File: src/rtl/fifo_pkg.sv
// Shared definitions for the FIFO write-side blocks.
package fifo_pkg;

   // Default word width used across the FIFO blocks.
   localparam int FIFO_DATAWIDTH = 8;

   // Write-arbiter FSM states.
   typedef enum logic [1:0] {
      IDLE = 2'd0,
      ARB  = 2'd1,
      XFER = 2'd2
   } fifo_arb_state_t;

endpackage

File: src/rtl/fifo_write_arbiter_rr_select.sv
// Combinational round-robin finder.
// Returns the first set request at or after rr_ptr, wrapping modulo NUM_REQ.
module rr_select #(
   parameter int NUM_REQ = 4,
   parameter int PTR_W   = 2
) (
   input  logic [NUM_REQ-1:0] req_valid,
   input  logic [PTR_W-1:0]   rr_ptr,
   output logic [NUM_REQ-1:0] winner,
   output logic               any
);

   logic found;

   // Walk the requests starting at rr_ptr and keep the first one seen.
   always_comb begin
      winner = '0;
      found  = 1'b0;
      any    = |req_valid;
      for (int k = 0; k < NUM_REQ; k++) begin
         if (!found && req_valid[(int'(rr_ptr) + k) % NUM_REQ]) begin
            winner[(int'(rr_ptr) + k) % NUM_REQ] = 1'b1;
            found = 1'b1;
         end
      end
   end

endmodule

File: src/rtl/fifo_write_arbiter.sv
// Round-robin arbiter sharing one FIFO write port among NUM_REQ producers.
// Grants are held per packet (or up to MAX_BURST words); data passes
// straight through from the granted producer to the FIFO with no storage.
module fifo_write_arbiter
   import fifo_pkg::*;
#(
   parameter int DATAWIDTH = FIFO_DATAWIDTH,
   parameter int NUM_REQ   = 4,
   parameter int MAX_BURST = 16
) (
   input  logic                           w_clk,
   input  logic                           w_rst,
   input  logic [NUM_REQ-1:0]             req_valid,
   input  logic [NUM_REQ-1:0]             req_last,
   input  logic [NUM_REQ*DATAWIDTH-1:0]   req_data,
   output logic [NUM_REQ-1:0]             req_ready,
   input  logic                           w_full,
   output logic                           w_en,
   output logic [DATAWIDTH-1:0]           w_data,
   output logic [NUM_REQ-1:0]             grant,
   output logic                           busy
);

   localparam int PTR_W = $clog2(NUM_REQ);
   localparam int CNT_W = $clog2(MAX_BURST) + 1;

   fifo_arb_state_t       state_q, state_d;
   logic [PTR_W-1:0]      rr_ptr_q, rr_ptr_d;
   logic [NUM_REQ-1:0]    grant_q, grant_d;
   logic [CNT_W-1:0]      burst_cnt_q, burst_cnt_d;

   logic [NUM_REQ-1:0]    winner;
   logic                  any_valid;
   logic [PTR_W-1:0]      g_idx;
   logic [PTR_W-1:0]      next_ptr;
   logic                  own_valid;
   logic                  own_last;

   rr_select #(
      .NUM_REQ (NUM_REQ),
      .PTR_W   (PTR_W)
   ) u_rr_select (
      .req_valid (req_valid),
      .rr_ptr    (rr_ptr_q),
      .winner    (winner),
      .any       (any_valid)
   );

   // Decode the current owner: index, its valid/last, and the pointer after it.
   always_comb begin
      g_idx = '0;
      for (int i = 0; i < NUM_REQ; i++) begin
         if (grant_q[i]) g_idx = PTR_W'(i);
      end
      own_valid = |(req_valid & grant_q);
      own_last  = |(req_last & grant_q);
      next_ptr  = (g_idx == PTR_W'(NUM_REQ - 1)) ? '0 : g_idx + 1'b1;
   end

   // Zero-latency write path; everything is forced low outside XFER or in reset.
   always_comb begin
      grant     = '0;
      busy      = 1'b0;
      req_ready = '0;
      w_en      = 1'b0;
      w_data    = '0;
      if (!w_rst && state_q == XFER) begin
         grant     = grant_q;
         busy      = 1'b1;
         req_ready = w_full ? '0 : grant_q;
         w_en      = own_valid & ~w_full;
         for (int i = 0; i < NUM_REQ; i++) begin
            if (grant_q[i]) w_data = req_data[i*DATAWIDTH +: DATAWIDTH];
         end
      end
   end

   // Next-state logic: arbitrate, hold grant through the burst, release on last or burst limit.
   always_comb begin
      state_d     = state_q;
      rr_ptr_d    = rr_ptr_q;
      grant_d     = grant_q;
      burst_cnt_d = burst_cnt_q;
      case (state_q)
         IDLE: begin
            if (any_valid) state_d = ARB;
         end
         ARB: begin
            if (any_valid) begin
               grant_d     = winner;
               burst_cnt_d = '0;
               state_d     = XFER;
            end else begin
               state_d = IDLE;
            end
         end
         XFER: begin
            if (w_en) begin
               burst_cnt_d = burst_cnt_q + 1'b1;
               if (own_last || burst_cnt_q == CNT_W'(MAX_BURST - 1)) begin
                  rr_ptr_d    = next_ptr;
                  grant_d     = '0;
                  burst_cnt_d = '0;
                  state_d     = any_valid ? ARB : IDLE;
               end
            end
         end
         default: begin
            state_d = IDLE;
         end
      endcase
   end

   // Control state register with synchronous reset.
   always_ff @(posedge w_clk) begin
      if (w_rst) begin
         state_q     <= IDLE;
         rr_ptr_q    <= '0;
         grant_q     <= '0;
         burst_cnt_q <= '0;
      end else begin
         state_q     <= state_d;
         rr_ptr_q    <= rr_ptr_d;
         grant_q     <= grant_d;
         burst_cnt_q <= burst_cnt_d;
      end
   end

endmodule

File: config.mk
export PLATFORM = sky130hd
export DESIGN_NAME = fifo_write_arbiter
export DESIGN_NICKNAME = d
export VERILOG_FILES = /design/src/rtl/fifo_pkg.sv /design/src/rtl/fifo_write_arbiter_rr_select.sv /design/src/rtl/fifo_write_arbiter.sv
export SDC_FILE = /design/constraint.sdc
export NUM_CORES = 1
export LEC_CHECK = 0
export ABC_AREA = 1
export BUFFER_PORTS_ARGS = -buffer_cell sky130_fd_sc_hd__buf_4
export CORE_UTILIZATION = 38
export DETAILED_ROUTE_END_ITERATION = 12
export PLACE_DENSITY = 0.66
export SLEW_MARGIN = 20
export SYNTH_ARGS = -nofsm -noshare
export SYNTH_HDL_FRONTEND = slang
export SYNTH_SLANG_ARGS = --single-unit
File: constraint.sdc
create_clock -name w_clk -period 4.05 [get_ports w_clk]
set_input_delay 0.6075 -clock w_clk [delete_from_list [all_inputs] [get_ports w_clk]]
set_output_delay 0.6075 -clock w_clk [all_outputs]
set_load 0.05 [all_outputs]
==> metrics.md <==
| Metric | Value |
|---|---|
| Area growth from synthesis to layout | `37.8%` |
| Largest net degree at the start of global routing | `15` |
| DRC viols | `0` |
| # hold bufs at CTS | `0` |
| Multi-input gate area | `around 1000 um^2` |
| Unique masters post-synth | `24` |
| Final setup vio count | `0` |
| Met1 Use GR | `about a quarter` |
| GR Util met2 | `39.7%` |
| Number of synthesized flops with an enable pin | `0` |
| IO Count | `about 60` |
| Worst skew pair latency | `around 0.28 ns` |
| Htree depth | `1` |
| Final Skew | `0.00260 ns` |
| TritonCTS Buffers | `3` |
| Async SR Flop Fraction | `0%` |
| Post-DP Area | `between 1500 and 2000 um^2` |
| Slew HR | `66.3%` |
| CTS tree | `built` |
| Vias/cell | `4.89` |
| Layout fillers | `between 300 and 400` |
| Vias in the first global route | `about 1600` |
| Net count after synthesis | `281` |
| Reg area | `about 260 um^2` |
| Post-DRT Antenna Nets | `0` |
| Hold crit path type | `flop to flop` |
| Top cells by area, synth | `nand2_1 (21%), dfxtp_1 (19%), nand3_1 (12%)` |
| Synth warn | `0` |
| Largest area contributor in the netlist | `nand2_1` |
| Port Buffers | `60` |
| Routed len/inst | `approximately 12 um` |
| Initial Util | `around two fifths` |
| Post-synthesis instance total | `approximately 230` |
| Final core utilization | `56.3%` |
| Ant diodes | `0` |
| Final Cycle Share | `between 60% and 70%` |
| Sequential share of the synthesized area | `18.6%` |
| Design area | `between 1500 and 2000 um^2` |
| Synth top area share | `21.0%` |
| Core ar. | `3420 um^2` |
| WL final | `roughly 4.0 mm` |
| Crit start category | `flop` |
| Synth top cells by count | `nand2_1 (78), nand3_1 (33), inv_1 (25)` |
| GRT busiest layer | `met2` |
| Peak Freq | `between 0.3 and 0.4 GHz` |
| Final HPWL DP | `around 3.3 mm` |
| Clock Pin Slew Worst Setup and Hold Paths | `about 0.090 ns` |
| Overall die area | `between 3000 and 4000 um^2` |
| Avg Inst Size Synth | `roughly 6 um^2` |
| Initial antenna violation count | `0` |
| Most frequent cell after synthesis | `nand2_1` |
| GPL Wtd Cong | `0.880` |
| Die height | `62.6 um` |
| Final Hold Viols | `0` |
| Worst Path Arrival | `1.90 ns` |
| Post-layout min period | `2.51 ns` |
| Worst vdd ir | `between 100 and 150 uV` |
| CTS sink cnt | `13` |
| Crit Path Category | `flop to output pin` |
| First-pass GRT wire length | `around 6.9 mm` |
| Overall Global Routing Usage | `21.5%` |
| Synthesized area | `between 1000 and 1500 um^2` |
| Required time of the critical path | `3.44 ns` |
| Post_cts resized | `0` |
| CP endpoint kind | `output pin` |
| Cell Rows | `21` |
| Crit-path max FO | `14` |
| Unrepaired setup endpoints after global routing | `no` |
| Max-cap violations | `0` |
| Post-CTS setup buffer count | `0` |
| Max Slew Vio Count | `0` |
| Least-Margin Pin Slew | `approximately 0.50 ns` |
| Final net count | `344` |
| Clock root buffer | `clkbuf_4` |
| TritonRoute pass-1 iters | `4` |
| Total negative slack | `0 ns` |
| Vias | `between 1500 and 2000` |
| Die Span X | `approximately 63 um` |
| Grt total ovfl | `0` |
| Synthesized flop and latch total | `13` |
| Status | `complete, no violations` |
| Layout cells sized above 1 | `between 20 and 30%` |
| Power Density | `around 180 nW/um^2` |
| Met3 global-route usage | `under 10%` |
| Static Leak | `0.947 nW` |
| Post-synth top flop | `dfxtp_1` |
| Clock Tree Buf Depth | `2` |
| DR iter-0 viols | `89` |
[cells by family (layout without fill, tap and decap cells)]
group / after synthesis / after routing / synth area share (%)
adders and majority gates: 9 / 9 / 8.06
buffers and inverters: 31 / 93 / 8.51
xor gates and xnor gates: 1 / 1 / 0.627
AOI/OAI and AO/OA: 30 / 30 / 14.4
DFF: 13 / 13 / 18.6
and+or+nand+nor: 145 / 145 / 49.7
[metrics by stage]
stage,power [mW],setup WS [ns],instances,hold WS [ns]
floorplan,0.213,1.15,229,0.432
CTS,0.349,1.52,337,0.465
global placement,0.263,1.81,333,0.447
detailed placement,0.264,1.77,333,0.447
global route,0.369,1.30,337,0.488
finish,0.346,1.54,337,0.460
[area by class of cell]
type                       instances  area share, %
sequential                        13           13.5
clock inverter                     1          0.260
tap                               46           2.99
inverter                          29           5.79
multi-input combinational        185           52.9
clock buffer                       3           1.17
timing repair buffer              60           23.4
[state kept, by name (all words and copies together), names as in the netlist]
register	count
state_q	2
grant_q	4
burst_cnt_q	5
rr_ptr_q	2
[cell usage in the layout (no fill, tap or decap), types with 2 or more instances in the layout]
cell type,instances
o21ai_2,2
dfxtp_1,13
o21ai_0,11
clkbuf_4,3
nor2_1,15
buf_4,60
nor3_1,2
nand2_4,5
ha_1,9
nand2_1,78
nand3_4,2
inv_2,2
nand2_2,4
nand3_1,33
o221ai_1,8
inv_1,25
nor2_4,2
nor2_2,2
a21oi_1,8
[where the power goes]
part | leakage [nW] | switching, mW | internal [mW] | total [mW]
clock | 0.0177 | 0.0491 | 0.0367 | 0.0858
combinational | 0.823 | 0.0649 | 0.0532 | 0.118
sequential | 0.106 | 0.00776 | 0.134 | 0.142
total | 0.947 | 0.122 | 0.224 | 0.346
[critical path, cell delays in order (launching register included)]
cell and delay (ns):
dfxtp_1 0.36, inv_1 0.22, nand2_1 0.14, clkinv_1 0.22, nand2_1 0.13, o221ai_1 0.10
o21ai_0 0.21, buf_4 0.24
[routing by layer]
| metal | vias up | wire length [um] | part of all wire [%] |
|---|---|---|---|
| met4 | 0 | 50 | 1.3 |
| li1 | 877 | - | - |
| met3 | 6 | 187 | 4.7 |
| met1 | 727 | 1730 | 43 |
| met2 | 37 | 2030 | 51 |
| met5 | - | 0 | 0 |
[final timing paths]
kind / slack [ns] / end / cells past startpoint / from
max: 1.54 / w_data[6] / 7 / grant_q[2]$_SDFFE_PP0P_
min reg2reg: 0.46 / state_q[0]$_SDFFE_PP0P_ / 1 / state_q[0]$_SDFFE_PP0P_
max reg2reg: 2.08 / grant_q[1]$_SDFFE_PP0P_ / 11 / rr_ptr_q[0]$_SDFFE_PP0P_
min: 0.46 / state_q[0]$_SDFFE_PP0P_ / 1 / state_q[0]$_SDFFE_PP0P_
Note: power is estimated with default switching activity, not from simulation.
